### src/rtl/hazard_ctrl.sv
// Hazard/flush/drain control for a 5-stage pipeline, tracking in-flight writes in a 3-entry
// scoreboard. Build macro HAZARD_FORWARD_EN selects full forwarding (only load-use stalls).
module hazard_ctrl (
  input  logic       clk,
  input  logic       rst,
  input  logic       id_valid,
  input  logic [2:0] id_rs,
  input  logic [2:0] id_rt,
  input  logic       id_uses_rs,
  input  logic       id_uses_rt,
  input  logic       id_regWrite,
  input  logic       id_memRead,
  input  logic       id_halt,
  input  logic [2:0] id_write_reg,
  input  logic       ex_branch_taken,
  output logic       stall_pc,
  output logic       stall_if_id,
  output logic       bubble_id_ex,
  output logic       flush_if_id,
  output logic       halt_done,
  output logic [7:0] stall_cnt
);

  typedef struct packed {
    logic       valid;
    logic       wr;
    logic       load;
    logic [2:0] rd;
  } sb_entry_t;

  typedef enum logic [1:0] {
    StRun,
    StDrain,
    StHalted
  } state_e;

  state_e    state_q, state_d, state_eff;
  sb_entry_t ex_q, mem_q, wb_q;
  sb_entry_t ex_d;
  sb_entry_t ex_eff, mem_eff, wb_eff;
  logic [7:0] cnt_q, cnt_d;

  logic ex_match;
  logic hazard;
  logic issue;
  logic sb_empty;
  logic unused_sb;

  function automatic logic src_match(input sb_entry_t e, input logic uses,
                                     input logic [2:0] r);
    return uses && e.valid && e.wr && (e.rd == r);
  endfunction

  // Reset is sampled on the clock, but its effect on outputs is immediate so an aborted
  // stall or drain leaves nothing behind during the reset cycle itself.
  always_comb begin
    state_eff = rst ? StRun : state_q;
    ex_eff    = rst ? '0 : ex_q;
    mem_eff   = rst ? '0 : mem_q;
    wb_eff    = rst ? '0 : wb_q;
  end

  assign ex_match = src_match(ex_eff, id_uses_rs, id_rs) ||
                    src_match(ex_eff, id_uses_rt, id_rt);

`ifdef HAZARD_FORWARD_EN
  assign hazard    = id_valid && ex_match && ex_eff.load;
  assign unused_sb = ^{mem_eff.wr, mem_eff.load, mem_eff.rd, wb_eff.wr, wb_eff.load, wb_eff.rd};
`else
  logic mem_match;
  assign mem_match = src_match(mem_eff, id_uses_rs, id_rs) ||
                     src_match(mem_eff, id_uses_rt, id_rt);
  assign hazard    = id_valid && (ex_match || mem_match);
  assign unused_sb = ^{ex_eff.load, mem_eff.load, wb_eff.wr, wb_eff.load, wb_eff.rd};
`endif

  assign issue    = (state_eff == StRun) && id_valid && !hazard && !ex_branch_taken;
  assign sb_empty = !ex_eff.valid && !mem_eff.valid && !wb_eff.valid;

  // A HALT has no register effect, so it does not occupy a scoreboard slot; the drain only
  // waits for the instructions ahead of it.
  always_comb begin
    ex_d = '0;
    if (issue && !id_halt) begin
      ex_d.valid = 1'b1;
      ex_d.wr    = id_regWrite;
      ex_d.load  = id_memRead;
      ex_d.rd    = id_write_reg;
    end
  end

  always_comb begin
    stall_pc     = 1'b0;
    stall_if_id  = 1'b0;
    bubble_id_ex = 1'b0;
    flush_if_id  = 1'b0;
    halt_done    = 1'b0;
    state_d      = state_eff;
    cnt_d        = cnt_q;
    unique case (state_eff)
      StRun: begin
        if (ex_branch_taken) begin
          flush_if_id  = 1'b1;
          bubble_id_ex = 1'b1;
        end else if (hazard) begin
          stall_pc     = 1'b1;
          stall_if_id  = 1'b1;
          bubble_id_ex = 1'b1;
          if (cnt_q != 8'hFF) begin
            cnt_d = cnt_q + 8'd1;
          end
        end else if (issue && id_halt) begin
          state_d = StDrain;
        end
      end
      StDrain: begin
        if (ex_branch_taken) begin
          // The HALT sat on a mispredicted path; resume normal flow.
          flush_if_id  = 1'b1;
          bubble_id_ex = 1'b1;
          state_d      = StRun;
        end else begin
          stall_pc     = 1'b1;
          stall_if_id  = 1'b1;
          bubble_id_ex = 1'b1;
          if (sb_empty) begin
            state_d = StHalted;
          end
        end
      end
      StHalted: begin
        halt_done    = 1'b1;
        stall_pc     = 1'b1;
        stall_if_id  = 1'b1;
        bubble_id_ex = 1'b1;
      end
      default: begin
        state_d = StRun;
      end
    endcase
  end

  assign stall_cnt = rst ? 8'h00 : cnt_q;

  always_ff @(posedge clk) begin
    if (rst) begin
      state_q <= StRun;
      ex_q    <= '0;
      mem_q   <= '0;
      wb_q    <= '0;
      cnt_q   <= 8'h00;
    end else begin
      state_q <= state_d;
      ex_q    <= ex_d;
      mem_q   <= ex_q;
      wb_q    <= mem_q;
      cnt_q   <= cnt_d;
    end
  end

endmodule

### config.mk
export PLATFORM = sky130hd
export DESIGN_NAME = hazard_ctrl
export DESIGN_NICKNAME = d
export VERILOG_FILES = /design/src/rtl/hazard_ctrl.sv
export SDC_FILE = /design/constraint.sdc
export NUM_CORES = 1
export LEC_CHECK = 0
export BUFFER_PORTS_ARGS = -buffer_cell sky130_fd_sc_hd__buf_2
export CORE_MARGIN = 5
export CORE_UTILIZATION = 50
export CTS_BUF_LIST = sky130_fd_sc_hd__clkbuf_4 sky130_fd_sc_hd__clkbuf_8
export CTS_CLUSTER_SIZE = 25
export DETAILED_ROUTE_END_ITERATION = 12
export GPL_TIMING_DRIVEN = 0
export PLACE_DENSITY = 0.78
export REMOVE_ABC_BUFFERS = 1
export SLEW_MARGIN = 20
export SYNTH_ARGS = -nofsm -noshare
export SYNTH_HDL_FRONTEND = slang
export SYNTH_SLANG_ARGS = --single-unit
### constraint.sdc
create_clock -name clk -period 2.7 [get_ports clk]
set_input_delay 0.135 -clock clk [delete_from_list [all_inputs] [get_ports clk]]
set_output_delay 0.135 -clock clk [all_outputs]
set_load 0.005 [all_outputs]
==> metrics <==
synth unique cells=39; FFs w/ async S/R, synth=0%; cts repair resizes=0; Synth Warn #=0; vias=roughly 1100; # DRC=0; leading cell type in the layout, fill and taps excluded=buf_2; Starting Density=a little over half; Final Hold Fails=0; Seq/Total Area, Yosys=a little under a third; total length of routed wires=roughly 2.7 mm; status=completed; die width=just over 60 um; Congestion Overflow GR=0; total power=around 540 uW; Die Area=around 3800 sq um; worst hold path class=input port to flop; RSZ-0062 raised after global routing=no; post-CTS setup buffers=0; Max VDD drop=~0.00038 V; crit path time final=approximately 2.4 ns; CTS Buffer Depth=2; CTS sink count=21; number of flops mapped to enable cells by yosys=0; WL/cell=roughly 13 um; hpwl dp=~2.2 mm; Post-Route Setup TNS=0 ns; First DRT Iteration DRCs=30; Slew HR=a little over 60%; CP max-delay cell=or2_2; All-Layer GR Usage=between 10% and 20%; worst path cell trace=nor2b_1 > inv_1 > ha_1 > nand2_1 > or2_2 > a21oi_1 > o31a_1 > buf_2; most frequent cells in the layout=buf_2 (29), dfxtp_1 (21), nor2b_1 (17), nor2_1 (17), xnor2_1 (10); initial antenna violation count=0; Clock Latency Late Sink=0.29 ns; Ports=31; fill count=~240; fin. max-slew vios=0; Rows=18; max frequency=just over 0.4 GHz; final hold slack=0.0393 ns; largest net degree at the start of global routing=34; share of layout cells above drive strength 1=between 20% and 30%; critical path arrival=between 2 and 2.5 ns; Startpoint Class=flop; Leak=0.620 nW; via-per-instance ratio=5.50; Reg area=420 sq um; Setup CP Type=flop to primary output; Worst path max stage delay=roughly 0.37 ns; CTS buffer count=3; synthesized instance count=around 150; drt pass-1 iters=4; PD cells=around 360 nW/um^2; Worst setup EP type=primary output; Layout Nets=around 200; Worst Path Required=2.57 ns; Mean Syn Cell Area=between 9 and 10 sq um; post-cts hold buffer count=0; core area=roughly 2500 sq um; Final Wtd Congestion=0.817; multi-input logic area=around 840 sq um; Syn Std Cell Area=1320 sq um; Syn-to-layout area delta=13.5%; vias in the first global route=1144; die extent in y=~60 um; CP max FO=7; CTS tree=yes; root buf cell=clkbuf_4; Worst Max-Slew Pin Slew=roughly 0.56 ns; flops & latches, synth=21; final antenna-violating net count=0; final worst clock skew=approximately 0.0034 ns; Final Setup Violations=0; Post-synth top flop=dfxtp_1; # H-tree levels=1; PortBufs=29; ANT cells=0; first-pass GRT wire length=4.73 mm; Max-cap violations=0; clock transition at the registers of the reported paths=roughly 0.11 ns; Tcrit/Tclk final=90.0%
[worst max-delay path, delay by kind of cell, from the launching register on]
| kind | cells | cell delay [ns] |
|---|---|---|
| AO/OA/AOI/OAI | 2 | 0.52 |
| flip-flops | 1 | 0.35 |
| AND/OR/NAND/NOR | 3 | 0.63 |
| buffers and inverters | 2 | 0.27 |
| adder cells (fa/ha/maj) | 1 | 0.23 |
[report_power, final]
part           internal, mW  switching, mW  leakage (nW)  total [mW]
sequential            0.313        0.00251         0.170       0.316
clock                0.0675         0.0909        0.0184       0.158
combinational        0.0278         0.0339         0.432      0.0617
total                 0.408          0.127         0.620       0.536
[synth_stat cells, drive strengths merged (5+ instances only)]
| cell type | instances | share of area [%] |
|---|---|---|
| and2 | 7 | 3.5 |
| a31oi | 6 | 2.9 |
| buf | 5 | 2.4 |
| nor2b | 17 | 8.1 |
| xnor2 | 10 | 6.7 |
| ha | 6 | 5.7 |
| mux2 | 6 | 5.1 |
| and4bb | 5 | 4.8 |
| o21ai | 6 | 2.3 |
| nor3 | 5 | 1.9 |
| nor2 | 17 | 4.9 |
| dfxtp | 21 | 32 |
| nand2 | 5 | 1.4 |
[final cells by class]
class                           instances  area share [%]
Multi-Input combinational cell        114            56.6
Sequential cell                        21            28.2
Inverter                                4            1.01
Tap cell                               30            2.51
Clock buffer                            4            2.01
Timing Repair Buffer                   29            9.72
[flip-flops by register name (all words and copies together) (netlist names)]
register,flops
mem_q,5
ex_q,5
wb_q,1
cnt_q,8
state_q,2
[cells by family after synthesis]
kind of cell | share of synthesized area, %
and+or+nand+nor | 32.5
AOI/OAI and AO/OA | 14.2
DFF | 32.0
xor gates and xnor gates | 6.66
buffers and inverters | 3.81
muxes | 5.14
adders and majority gates | 5.71
[layer usage]
layer,up-vias,wire (um),share of wire [%],track usage (%)
met4,0,15,0.56,5.26
li1,567,-,-,-
met3,2,91,3.4,3.56
met1,526,1110,41,18.2
met2,16,1480,55,32.0
met5,-,0,0,0
[path summary, 6_finish.rpt]
kind                         from     endpoint  slack (ns)  cells after the start
setup / recovery       state_q[1]  stall_if_id        0.27                      8
hold / removal    id_write_reg[1]      ex_q[1]        0.04                      2
setup reg to reg       state_q[1]     cnt_q[6]        0.35                      8
hold reg to reg          mem_q[5]      wb_q[5]        0.49                      1
[through the flow]
step	setup slack (ns)	utilization, %	cell area, sq um	instances
6_report	0.271	59.7	1490	202
5_1_grt	0.132	59.7	1490	202
4_1_cts	0.303	59.7	1490	202
3_5_place_dp	0.0767	58.5	1460	198
3_3_place_gp	0.0952	58.5	1460	198
2_1_floorplan	0.668	-	1280	139
(Power assumes the default switching activity.)
